<file path="src/rtl/TYPEDEF.svh">
// Shared width macros for the cache/CXL read path.
//   AXI_ADDR_WIDTH : width of line addresses carried on the AXI/CXL read channel.
`ifndef TYPEDEF_SVH
`define TYPEDEF_SVH

`define AXI_ADDR_WIDTH 32

`endif

</file>
<file path="src/rtl/read_miss_issuer_pkg.sv">
// Types shared by the read-miss issue path.
//   state_t : issue FSM states (idle / waiting for AR handshake / FIFO push).
package read_miss_issuer_pkg;

  typedef enum logic [1:0] {
    S_IDLE  = 2'd0,
    S_ISSUE = 2'd1,
    S_PUSH  = 2'd2
  } state_t;

endpackage

</file>
<file path="src/rtl/read_miss_issuer_credit_counter.sv">
// miss_credit_counter: tracks in-flight CXL reads.
//   clk, rst : clock, synchronous active-high reset
//   inc      : one in-flight read added this cycle
//   dec      : one response consumed this cycle
//   count    : current in-flight count
//   at_max   : count has reached MAX_OUTSTANDING
//   err      : sticky, set by dec arriving while count is zero
module miss_credit_counter #(
  parameter int MAX_OUTSTANDING = 8,
  parameter int CW              = $clog2(MAX_OUTSTANDING) + 1
) (
  input  logic          clk,
  input  logic          rst,
  input  logic          inc,
  input  logic          dec,
  output logic [CW-1:0] count,
  output logic          at_max,
  output logic          err
);

  localparam logic [CW-1:0] MAX_CNT = CW'(MAX_OUTSTANDING);

  logic [CW-1:0] count_reg;
  logic [CW-1:0] count_next;
  logic          err_reg;
  logic          dec_ok;

  // A response with nothing outstanding is dropped rather than wrapping the count.
  assign dec_ok = dec && (count_reg != '0);

  always_comb begin
    count_next = count_reg;
    if (inc && !dec_ok)
      count_next = count_reg + CW'(1);
    else if (dec_ok && !inc)
      count_next = count_reg - CW'(1);
  end

  always_ff @(posedge clk) begin
    if (rst) begin
      count_reg <= '0;
      err_reg   <= 1'b0;
    end else begin
      count_reg <= count_next;
      if (dec && (count_reg == '0))
        err_reg <= 1'b1;
    end
  end

  assign count  = count_reg;
  assign at_max = (count_reg == MAX_CNT);
  assign err    = err_reg;

endmodule

</file>
<file path="src/rtl/read_miss_issuer.sv">
// read_miss_issuer: turns tag-check misses into CXL read requests, one at a
// time, and records each issued address in R_MISS_FIFO in issue order.
//   miss_valid_i/miss_addr_i/miss_ready_o : miss request handshake
//   ar_valid_o/ar_ready_i/ar_addr_o       : read request to CXL controller
//   write_en_o/full_i/wdata_o             : push side of R_MISS_FIFO
//   rsp_done_i                            : one pulse per consumed read response
//   outstanding_o                         : reads currently in flight
//   err_o                                 : sticky response-underflow flag
`include "TYPEDEF.svh"

module read_miss_issuer
  import read_miss_issuer_pkg::*;
#(
  parameter int ADDR_WIDTH      = `AXI_ADDR_WIDTH,
  parameter int MAX_OUTSTANDING = 8
) (
  input  logic                               clk,
  input  logic                               rst,
  input  logic                               miss_valid_i,
  input  logic [ADDR_WIDTH-1:0]              miss_addr_i,
  output logic                               miss_ready_o,
  output logic                               ar_valid_o,
  input  logic                               ar_ready_i,
  output logic [ADDR_WIDTH-1:0]              ar_addr_o,
  output logic                               write_en_o,
  input  logic                               full_i,
  output logic [ADDR_WIDTH-1:0]              wdata_o,
  input  logic                               rsp_done_i,
  output logic [$clog2(MAX_OUTSTANDING):0]   outstanding_o,
  output logic                               err_o
);

  localparam int CW = $clog2(MAX_OUTSTANDING) + 1;

  state_t                state_reg, state_next;
  logic [ADDR_WIDTH-1:0] addr_reg, addr_next;
  logic                  ar_valid_reg, ar_valid_next;
  logic                  write_en_reg, write_en_next;
  logic [ADDR_WIDTH-1:0] wdata_reg, wdata_next;
  logic                  at_max;
  logic                  ar_fire;

  // FIFO space is checked only here; being the only writer, the slot is
  // still free when the push happens two or more cycles later.
  assign miss_ready_o = !rst && (state_reg == S_IDLE) && !at_max && !full_i;
  assign ar_fire      = ar_valid_reg && ar_ready_i;

  always_comb begin
    state_next    = state_reg;
    addr_next     = addr_reg;
    ar_valid_next = ar_valid_reg;
    write_en_next = 1'b0;
    wdata_next    = wdata_reg;
    case (state_reg)
      S_IDLE: begin
        if (miss_valid_i && miss_ready_o) begin
          addr_next     = miss_addr_i;
          ar_valid_next = 1'b1;
          state_next    = S_ISSUE;
        end
      end
      S_ISSUE: begin
        if (ar_fire) begin
          ar_valid_next = 1'b0;
          write_en_next = 1'b1;
          wdata_next    = addr_reg;
          state_next    = S_PUSH;
        end
      end
      S_PUSH: begin
        state_next = S_IDLE;
      end
      default: begin
        state_next    = S_IDLE;
        ar_valid_next = 1'b0;
      end
    endcase
  end

  always_ff @(posedge clk) begin
    if (rst) begin
      state_reg    <= S_IDLE;
      addr_reg     <= '0;
      ar_valid_reg <= 1'b0;
      write_en_reg <= 1'b0;
      wdata_reg    <= '0;
    end else begin
      state_reg    <= state_next;
      addr_reg     <= addr_next;
      ar_valid_reg <= ar_valid_next;
      write_en_reg <= write_en_next;
      wdata_reg    <= wdata_next;
    end
  end

  // The count steps on the handshake edge, so it reads one more in the
  // same cycle the FIFO push strobe is high.
  miss_credit_counter #(
    .MAX_OUTSTANDING(MAX_OUTSTANDING),
    .CW             (CW)
  ) u_credit (
    .clk   (clk),
    .rst   (rst),
    .inc   (state_reg == S_ISSUE && ar_fire),
    .dec   (rsp_done_i),
    .count (outstanding_o),
    .at_max(at_max),
    .err   (err_o)
  );

  assign ar_valid_o = ar_valid_reg;
  assign ar_addr_o  = addr_reg;
  assign write_en_o = write_en_reg;
  assign wdata_o    = wdata_reg;

endmodule
</file>
<file path="config.mk">
export PLATFORM = sky130hd
export DESIGN_NAME = read_miss_issuer
export DESIGN_NICKNAME = d
export VERILOG_FILES = /design/src/rtl/read_miss_issuer_pkg.sv /design/src/rtl/read_miss_issuer_credit_counter.sv /design/src/rtl/read_miss_issuer.sv
export VERILOG_INCLUDE_DIRS = /design/src /design/src/rtl
export SDC_FILE = /design/constraint.sdc
export NUM_CORES = 1
export LEC_CHECK = 0
export ABC_CLOCK_PERIOD_IN_PS = 7300
export CAP_MARGIN = 20
export CORE_UTILIZATION = 30
export CTS_CLUSTER_DIAMETER = 200
export DETAILED_ROUTE_END_ITERATION = 8
export PLACE_DENSITY_LB_ADDON = 0.3
export SETUP_SLACK_MARGIN = 0.02
export SKIP_CTS_REPAIR_TIMING = 1
export SYNTH_ARGS = -nofsm -noshare
export SYNTH_HDL_FRONTEND = slang
export SYNTH_HIERARCHICAL = 1
export SYNTH_SLANG_ARGS = --single-unit
</file>
<file path="constraint.sdc">
create_clock -name clk -period 7.3 [get_ports clk]
set_input_delay 0.73 -clock clk [delete_from_list [all_inputs] [get_ports clk]]
set_output_delay 0.73 -clock clk [all_outputs]
set_load 0.05 [all_outputs]
</file>
==> Yosys cells after proc, flatten, opt, wreduce, memory -nomap -nowiden <==
Index checks and enable logic that the tools add are counted.
{ "totals": {"in_bits": 38, "regBits": 73, "out_inout_bits": 72} }
{ "op_classes": {"mux": 9, "eq_ne": 5, "n_reduce_logical": 24, "n_addsub": 2, "bitwise": 2} }
{ "ops": {"columns": ["op", "count"], "rows": [
  ["1-bit logical AND", 10],
  ["4-bit 2-to-1 mux", 2],
  ["2-bit AND reduction", 3],
  ["1-bit logical NOT", 5],
  ["4-bit by 1-bit adder with 4-bit output, second input constant", 1],
  ["4-bit equality test, second input constant", 1],
  ["4-bit logical NOT", 1],
  ["2-bit 2-to-1 mux", 2],
  ["2-bit case mux with 2 select lines", 1],
  ["4-bit nonzero test", 1],
  ["4-bit by 1-bit subtractor with 4-bit output, second input constant", 1],
  ["1-bit 2-to-1 mux", 3],
  ["1-bit case mux with 3 select lines", 1],
  ["3-bit AND reduction", 1],
  ["2-bit by 1-bit equality test with 1-bit output, second input constant", 1],
  ["2-bit equality test, second input constant", 1],
  ["2-bit logical NOT", 1],
  ["2-bit by 1-bit != test with 1-bit output, second input constant", 1],
  ["2-bit != test, second input constant", 1],
  ["1-bit inverter", 2],
  ["2-bit nonzero test", 1],
  ["2-bit OR reduction", 1]
]} }

==> Depth between registers and ports, before layout <==
Gate-level depths: netlist of the first run.
{ "logic_depth": {"ltp_word": 7, "mapped_depth": 10} }

==> Modules after synthesis <==
The synthesis of the first run kept the hierarchy.
{ "modules_own_cells": {"columns": ["mod", "instances", "cells_each", "seq_area_each_um2", "area_each_um2"], "rows": [
  ["read_miss_issuer", 1, 303, 1361.3, 2493.6],
  ["miss_credit_counter", 1, 32, 100.1, 291.5]
]} }

==> Worst setup path after synthesis of the first run <==
Ideal clock, no wire load.
{ "synth_timing": {"kind": "input-to-output", "from": "input rst", "to": "output miss_ready_o", "arrival_time_ps": 2169, "path_stages": 4, "slack_ps": 4401, "cell_sequence": "buf_6 > or4_4 > buf_6 > nor2_1"} }
{ "synth_via": {"elab_chain_cells": 4} }
{ "synth_rtl": {"columns": ["item", "line_no", "rtl"], "rows": [
  ["from (decl)", "read_miss_issuer.sv:18", "input logic rst,"],
  ["1-bit logical NOT", "read_miss_issuer.sv:45", "assign miss_ready_o = !rst && (state_reg == S_IDLE) && !at_max && !full_i;"],
  ["1-bit logical AND (3 in a row)", "read_miss_issuer.sv:45", null],
  ["to (decl)", "read_miss_issuer.sv:21", "output logic miss_ready_o,"]
]} }
No other way between the ends.

==> Worst setup path in the final report of the first run <==
{ "layout_timing": {"from": "input ar_ready_i", "to": "register u_credit.count_reg[3] (netlist: u_credit/count[3])"} }
{ "layout_via": {"elab_chain_cells": 5, "elab_cells_between_ends": 7, "cone_classes": "1 x mux; 6 x reduce/logical"} }
{ "layout_rtl": {"columns": ["item", "line_no", "rtl"], "rows": [
  ["from (decl)", "read_miss_issuer.sv:23", "input logic ar_ready_i,"],
  ["1-bit logical AND *", "read_miss_issuer.sv:46", "assign ar_fire = ar_valid_reg && ar_ready_i;"],
  ["1-bit logical AND *", "read_miss_issuer.sv:104", ".inc (state_reg == S_ISSUE && ar_fire),"],
  ["1-bit logical NOT", "read_miss_issuer_credit_counter.sv:35", "else if (dec_ok && !inc)"],
  ["1-bit logical AND", "read_miss_issuer_credit_counter.sv:35", null],
  ["2-bit nonzero test (no line)", null, null],
  ["to (signal assigned)", "read_miss_issuer_credit_counter.sv:44", "count_reg <= count_next;"],
  ["to (decl)", "read_miss_issuer_credit_counter.sv:23", "logic [CW-1:0] count_reg;"]
]} }
Every way passes the cells marked *; elsewhere a longest branch is shown, timed or not.
A chain may end at the register's enable or synchronous reset.

==> flow_summary.toml, run 1 <==
[floorplanning]
fp.dieW_um = 98.4
initial_core_util_pct = 31.5
die_area_mm2 = 0.00967
core_mm2 = 0.00885
rows = 34
dieHeight_um = 98.4
io_pins = 110

[global_routing]
antenna_found_initial = 0
track_usage_pct = 16.1
grt_pass1_vias = 2502
grt_first_pass_wirelength_um = 12300
grt_remaining_overflow = 0
grt_max_degree = 77

[sta]
worstMarginPinSlew_ns = 1.04
finalHoldViolCount = 0
fin_crit_sh_pct = 60.3
fin_skew_ns = 0.00576
slew_headroom_pct = 30.8
maxSlewViolCount = 0
setup_tns_ns = 0
period_minus_slack_ns = 4.40
setup_viol = 0
clock.fmax_mhz = 227
rsz0062_at_grt = "false"

[final_layout]
final_nets = 473
n_fill_cell = 860
multiInputGateArea_mm2 = 0.00118
diodes = 0
drive_gt1_share_pct = 5.28
regArea_mm2 = 0.00146
areaGrowthSynthToFinish_pct = 46.7

[yosys]
syn_nets = 377
synthCells = 335
synthFlopType = "dfxtp_1"
syn_area_mm2 = 0.00279
ys_async_sr_fraction_pct = 0
yosysWarnings = 6
synth_edf_count = 0
ys_seq_elements = 73
synth_commonest_cells = "dfxtp_1, a21oi_1, nand2_1"
netlist_top_cells_area = "dfxtp_1, a21oi_1, nand2_1, nand3_1, o21ai_1"
syn_avg_cell_area_um2 = 8.31
synth_top_area_cell = "dfxtp_1"
synth.most_common_cell = "dfxtp_1"
ys_seq_area_share_pct = 52.5
ys_types = 28
synthDominantCellAreaShare_pct = 52.5

[place]
hpwlAfterDp_um = 5110
portBuffers = 109
gp_routability_congestion = 0.826

[critical_path]
rrSetupSlack_ns = 3.33
cp-start-kind = "input pin"
r2r_cells = 9
worst_setup_path_end_kind = "register"
cp.required_ns = 7.52
critPathKind = "input pin to register"
arrival_ns = 4.62
reg2reg_to = "u_credit/count[3]$_SDFFE_PP0P_"
path_max_fanout = 35
reg2reg_from = "state_reg[0]$_SDFFE_PP0P_"

[route]
drc = 8
wl_per_cell_um = 14.3
via_per_inst = 4.81
vias = 2618
wl_um = 7780
initialDrtViolationCount = 116
ant_nets = 0
first_pass_iters = 6

[clock_tree]
cts_tree = "done"
h-tree-depth = 3
cts-root-buf = "clkbuf_8"
cts_buffers = 9
clock-sinks = 73
path_clk_slew_ns = 0.07
cts_buffer_depth = 2
clock_latency_ns = 0.33

[power_and_ir_drop]
power.leakage_uw = 0.00137
p_total_uw = 984
powerDensity_mw_per_mm2 = 241
vdd_ir_drop_max_uv = 195

[worst_hold_path]
min_from = "wdata_o[25]$_SDFFE_PP0P_"
holdPathStages = 2
min_path_type = "register to register"
min_to = "wdata_o[25]$_SDFFE_PP0P_"

[run]
drv_cap = 0

[status]
violations = "DRC"
status = "finished with violations"
## cells in the final DEF, fill, tap and decap left out
cell type          n
a211oi_1           1
a21oi_1           69
a31oi_1            1
buf_2              1
buf_4              4
bufinv_16          1
clkbuf_1           3
clkbuf_8          10
clkdlybuf4s50_1  108
clkinv_2           2
dfxtp_1           73
fa_1               1
ha_1               3
inv_1              2
mux2_1             1
mux2i_1            1
nand2_1           67
nand2b_1           2
nand3_1           33
nand3b_1           1
nand4b_2           1
nor2_1            10
nor2b_1            1
nor2b_2            1
nor4_1             1
nor4_4             1
nor4b_1            1
o21ai_0            4
o21ai_1           28
o21ai_2            1
or4_4              1
xnor2_1            1
xor2_1             1
## worst max path at each step
stage / start / end / slack (ns)
3_3_place_gp: ar_ready_i / u_credit/count[3]$_SDFFE_PP0P_ / 2.66
3_5_place_dp: ar_ready_i / u_credit/count[3]$_SDFFE_PP0P_ / 2.43
4_1_cts: ar_ready_i / u_credit/count[3]$_SDFFE_PP0P_ / 2.80
6_report: ar_ready_i / u_credit/count[3]$_SDFFE_PP0P_ / 2.90
2_1_floorplan: rst / miss_ready_o / 4.40
5_1_grt: ar_ready_i / u_credit/count[3]$_SDFFE_PP0P_ / 2.50
## where the power goes
| group | switching [uW] | internal, uW |
|---|---|---|
| Clock | 135 | 167 |
| Combinational | 152 | 90.8 |
| Sequential | 22.1 | 417 |
| Total | 309 | 675 |
## logic make-up (layout without fill, tap and decap cells)
| group | after synthesis | after routing | synth area share (%) |
|---|---|---|---|
| multiplexers | 2 | 2 | 0.764 |
| flip-flops | 73 | 73 | 52.5 |
| AND/OR/NAND/NOR | 120 | 120 | 19.7 |
| adder cells (fa/ha/maj) | 4 | 4 | 2.07 |
| buffers and inverters | 30 | 131 | 5.39 |
| AO/OA/AOI/OAI | 104 | 104 | 19.0 |
| XOR/XNOR | 2 | 2 | 0.629 |
## layout make-up
type,instances,share of cell area (%)
Multi-Input combinational cell,232,28.8
Inverter,2,0.184
Tap cell,108,3.31
Clock inverter,3,0.980
Sequential cell,73,35.8
Clock buffer,13,3.64
Timing Repair Buffer,113,27.3
## routing by layer
layer  share of wire, %  track usage [%]  vias to the layer above
met1                 47             21.0                     1192
met4                1.5             7.35                        0
met3                6.4             3.72                        9
met5                  0                0                        -
met2                 45             25.4                       79
li1                   -                -                     1338
## critical path, cell delays in order
cell,delay [ns]
clkdlybuf4s50_1,0.51
nand4b_2,0.73
inv_1,1.11
ha_1,0.31
inv_1,0.11
ha_1,0.34
a21oi_1,0.18
a211oi_1,0.09
a31oi_1,0.15
mux2_1,0.34
## per-stage QoR
stage               setup slack (ns)  util, %  hold WS [ns]  cells  cell area (um^2)
global placement                2.66     44.0         0.442    528              3900
finish                          2.90     46.2         0.458    544              4090
global route                    2.50     46.2         0.480    544              4090
CTS                             2.80     46.2         0.461    544              4090
floorplan                       4.40        -         0.542    335              2790
detailed placement              2.43     44.0         0.452    528              3900
(Power assumes the default switching activity.)
==> run 2, diff against run 1 <==
ABC_CLOCK_PERIOD_IN_PS = 4200   (was 7300)
clock period = 4.2 ns   (was 7.3 ns; I/O delays follow)
==> run 2 against run 1 <==
Net effect: the run still ends with DRC left; via count grew 0.38%; global-route usage grew 0.25 points; wire length grew 0.75%; flip-flop and latch count is the same; clock power grew 120%; power grew 88%; largest power group unchanged; highest routed layer unchanged.
==> flow_summary.toml, run 2 (synthesis results as in run 1) <==
[route]
first_pass_iters = 9
vias = 2628
via_per_inst = 4.81
wl_per_cell_um = 14.3
wl_um = 7840
drc = 7
ant_nets = 0
initialDrtViolationCount = 74

[clock_tree]
clock_latency_ns = 0.33
path_clk_slew_ns = 0.08
clock-sinks = 73
cts-root-buf = "clkbuf_8"
h-tree-depth = 3
cts_buffers = 9
cts_tree = "done"
cts_buffer_depth = 2

[critical_path]
path_max_fanout = 33
cp-startpoint = "full_i"
timing.critical_path.slowest_stage_cell = "clkdlybuf4s50_1"
cp-start-kind = "input pin"
critPathKind = "input pin to output pin"
path_buf_inv = 2
crit_path_frequent_cell = "clkdlybuf4s50_1"
cp_top_family = "buffers and inverters"
critical_path.max_stage_delay_ns = 0.81
reg2reg_from = "state_reg[1]$_SDFFE_PP0P_"
arrival_ns = 2.52
worst_setup_path_end_kind = "output pin"
cp.required_ns = 3.78
worstPathCellList = "clkdlybuf4s50_1 > or4_4 > nor2_1 > clkdlybuf4s50_1"

[sta]
worstMarginPinSlew_ns = 0.951
finalHoldViolCount = 0
rsz0062_at_grt = "false"
slew_headroom_pct = 36.2
maxSlewViolCount = 0
period_minus_slack_ns = 2.94
setup_tns_ns = 0
fin_skew_ns = 0.00757
setup_viol = 0
clock.fmax_mhz = 340
fin_crit_sh_pct = 70.0

[final_layout]
drive_gt1_share_pct = 6.39
final_nets = 475
diodes = 0
final_common_cell = "clkdlybuf4s50_1"
n_fill_cell = 873
areaGrowthSynthToFinish_pct = 49.1
final_util_pct = 46.9
final_cell_mix = "clkdlybuf4s50_1, dfxtp_1, a21oi_1"

[power_and_ir_drop]
switching_power_uw = 556
p_sw_share_pct = 30.1
p_int_uw = 1290
powerDensity_mw_per_mm2 = 445
power.leakage_uw = 0.00141
pwr-share-comb_pct = 22.7
vdd_ir_drop_max_uv = 339
clkPwrFrac_pct = 35.9
seqPwrFrac_pct = 41.4

[floorplanning]
initial_core_util_pct = 31.5
dieHeight_um = 98.4
io_pins = 110
core_mm2 = 0.00885
die_area_mm2 = 0.00967
fp.dieW_um = 98.4
rows = 34

[worst_hold_path]
min_path_type = "register to register"
min_from = "wdata_o[27]$_SDFFE_PP0P_"

[global_routing]
grt_pass1_vias = 2530
grt_first_pass_wirelength_um = 12600
grt_max_degree = 76
antenna_found_initial = 0
track_usage_pct = 16.4
grt_remaining_overflow = 0

[place]
gp_routability_congestion = 0.810
portBuffers = 109
hpwlAfterDp_um = 5130

[status]
violations = "DRC"
status = "finished with violations"

[run]
drv_cap = 0
[run 2: cell types whose count changed in the layout (fill, tap and decap cells not counted)]
cell	before	now
bufinv_16	1	3
clkbuf_1	3	0
buf_4	4	6
clkinv_2	2	3
[run 2: power groups by stage]
stage / registers, uW / logic (uW) / clock network [uW]
CTS: 765 / 422 / 681
floorplan: 881 / 175 / 0
global placement: 778 / 413 / 0
finish: 765 / 420 / 662
global route: 770 / 446 / 713
detailed placement: 780 / 421 / 0
[run 2: worst paths after layout]
path                                    endpoint  cells after the start  slack (ns)
setup / recovery                    miss_ready_o                      4        1.26
hold / removal          wdata_o[27]$_SDFFE_PP0P_                      2        0.46
setup reg to reg  u_credit/count[3]$_SDFFE_PP0P_                     10        1.65
hold reg to reg         wdata_o[27]$_SDFFE_PP0P_                      2        0.46
[run 2: worst min-delay path, stage by stage, from the launching register on]
cell and delay, ns:
dfxtp_1 0.31, nand2_1 0.05, a21oi_1 0.05
[run 2: cell type report]
| type | count | area (um^2) | share of cell area [%] |
|---|---|---|---|
| Sequential cell | 73 | 1460 | 35.2 |
| Multi-Input combinational cell | 232 | 1180 | 28.3 |
| Timing Repair Buffer | 115 | 1130 | 27.2 |
| Clock buffer | 10 | 138 | 3.31 |
| Tap cell | 108 | 135 | 3.25 |
| Clock inverter | 6 | 105 | 2.53 |
| Inverter | 2 | 7.51 | 0.181 |
[run 2: per-layer routing]
layer	part of all wire [%]	track usage, %	vias to the layer above	wire length, um
met5	0	0	-	0
met4	1.5	6.54	0	117
met3	5.6	3.72	11	438
met2	46	25.6	76	3600
met1	47	21.9	1202	3680
li1	-	-	1339	-
[run 2: through the flow]
step / std cells / area, um^2 / total power (uW) / hold WS [ns] / setup slack (ns)
global placement: 530 / 3910 / 1190 / 0.443 / 1.25
floorplan: 335 / 2790 / 1060 / 0.492 / 1.53
detailed placement: 530 / 3910 / 1200 / 0.448 / 1.16
finish: 546 / 4150 / 1850 / 0.456 / 1.26
global route: 546 / 4150 / 1930 / 0.475 / 1.20
CTS: 546 / 4150 / 1870 / 0.458 / 1.25
==> run 3, diff against run 2 <==
ABC_CLOCK_PERIOD_IN_PS = 2530   (was 4200)
clock period = 2.53 ns   (was 4.2 ns; I/O delays follow)
==> run 3 against run 2 <==
Net effect: the flow still finishes with violations (DRC); final cell count up 0.37%; utilization up 0.34 points; critical path depth up 5; largest power group unchanged; setup slack worse by 0.97 ns; sequential power up 66%; sequential share of layout area down 0.22 points; die area unchanged; critical endpoint is now u_credit/count[3]$_SDFFE_PP0P_; clock power up 47%; via count up 3.2%.
==> flow_summary.toml, run 3 (synthesis results as in run 1) <==
[sta]
setup_tns_ns = 0
worstMarginPinSlew_ns = 0.773
rsz0062_at_grt = "false"
maxSlewViolCount = 0
finalHoldViolCount = 0
slew_headroom_pct = 48.1
fin_crit_sh_pct = 88.4
fin_skew_ns = 0.00829
clock.fmax_mhz = 447
setup_viol = 0
period_minus_slack_ns = 2.24

[floorplanning]
core_mm2 = 0.00885
rows = 34
fp.dieW_um = 98.4
io_pins = 110
dieHeight_um = 98.4
initial_core_util_pct = 31.5
die_area_mm2 = 0.00967

[global_routing]
grt_first_pass_wirelength_um = 13200
track_usage_pct = 17.5
grt_max_degree = 58
grt_pass1_vias = 2676
grt_remaining_overflow = 0
antenna_found_initial = 0

[final_layout]
n_fill_cell = 886
final_common_cell = "clkdlybuf4s50_1"
final_nets = 477
final_cell_mix = "clkdlybuf4s50_1, dfxtp_1, a21oi_1"
instances_no_fill = 548
regArea_mm2 = 0.00146
diodes = 0
multiInputGateArea_mm2 = 0.00120
drive_gt1_share_pct = 7.50
areaGrowthSynthToFinish_pct = 50.2

[critical_path]
cp_top_family = "simple AND/OR/NAND/NOR gates"
reg2reg_from = "u_credit/count[1]$_SDFFE_PP0P_"
path_buf_inv = 1
critical_path.max_stage_delay_ns = 0.38
critPathKind = "register to register"
rrSetupSlack_ns = 0.29
r2r_cells = 9
path_max_fanout = 6
cp.required_ns = 2.76
reg2reg_to = "u_credit/count[3]$_SDFFE_PP0P_"
arrival_ns = 2.47
timing.critical_path.slowest_stage_cell = "dfxtp_1"
cp-start-kind = "register"
worstPathCellList = "nor4_2 > nand2b_1 > ha_1 > inv_1 > ha_4 > nand3_1 > a211oi_1 > a31oi_1 > mux2_1"
worst_setup_path_end_kind = "register"

[clock_tree]
cts_tree = "done"
clock-sinks = 73
path_clk_slew_ns = 0.08
cts-root-buf = "clkbuf_8"
cts_buffer_depth = 2
h-tree-depth = 3
clock_latency_ns = 0.34
cts_buffers = 9

[status]
status = "finished with violations"
violations = "DRC"

[power_and_ir_drop]
powerDensity_mw_per_mm2 = 716
vdd_ir_drop_max_uv = 507
power.leakage_uw = 0.00141

[place]
portBuffers = 109
hpwlAfterDp_um = 5440
dpl.cell_count = 532
gp_routability_congestion = 0.739

[route]
drc = 8
vias = 2713
via_per_inst = 4.95
wl_um = 8210
ant_nets = 0
first_pass_iters = 6
wl_per_cell_um = 15.0
initialDrtViolationCount = 103

[worst_hold_path]
min_from = "rst"
min_to = "ar_addr_o[10]$_SDFFE_PP0P_"
holdPathStages = 2
min_path_type = "input pin to register"

[run]
drv_cap = 0
[run 3: layer usage]
| layer | vias to the layer above | part of all wire, % | track usage, % | routed length, um |
|---|---|---|---|---|
| li1 | 1339 | - | - | - |
| met1 | 1277 | 46 | 22.5 | 3790 |
| met2 | 87 | 47 | 27.1 | 3850 |
| met3 | 10 | 5.3 | 4.58 | 431 |
| met4 | 0 | 1.6 | 8.61 | 133 |
| met5 | - | 0 | 0 | 0 |
[run 3: area by class of cell]
class                           instances  area share (%)
Tap cell                              108            3.23
Multi-Input combinational cell        232            28.6
Clock buffer                           11            3.14
Clock inverter                          5            1.91
Sequential cell                        73            35.0
Inverter                                2           0.179
Timing Repair Buffer                  117            27.9
[run 3: how the worst max path moves through the flow]
stage | end | start | slack, ns | depth (start not counted)
final | u_credit/count[3]$_SDFFE_PP0P_ | u_credit/count[1]$_SDFFE_PP0P_ | 0.29 | 9
after global routing | u_credit/count[3]$_SDFFE_PP0P_ | u_credit/count[1]$_SDFFE_PP0P_ | 0.06 | 9
after CTS | u_credit/count[3]$_SDFFE_PP0P_ | u_credit/count[0]$_SDFFE_PP0P_ | 0.09 | 9
after detailed placement | u_credit/count[3]$_SDFFE_PP0P_ | ar_ready_i | 0.004 | 10
after global placement | u_credit/count[3]$_SDFFE_PP0P_ | ar_ready_i | 0.11 | 10
after floorplan | u_credit/count[3]$_SDFFE_PP0P_ | ar_valid_o$_SDFFE_PP0P_ | 0.06 | 10
[run 3: through the flow]
stage	cell area, um^2	util, %	hold WS [ns]	total power (uW)	setup slack [ns]
after detailed placement	3950	44.6	0.448	2020	0.00377
after floorplan	2790	-	0.325	1750	0.0592
final	4180	47.3	0.351	3000	0.293
after global routing	4180	47.3	0.340	3150	0.0605
after global placement	3950	44.6	0.441	2010	0.110
after CTS	4160	47.0	0.328	3000	0.0936
[run 3: report_power, final]
part	internal, uW	switching [uW]
clock network	554	418
registers	1200	69.6
logic	297	455
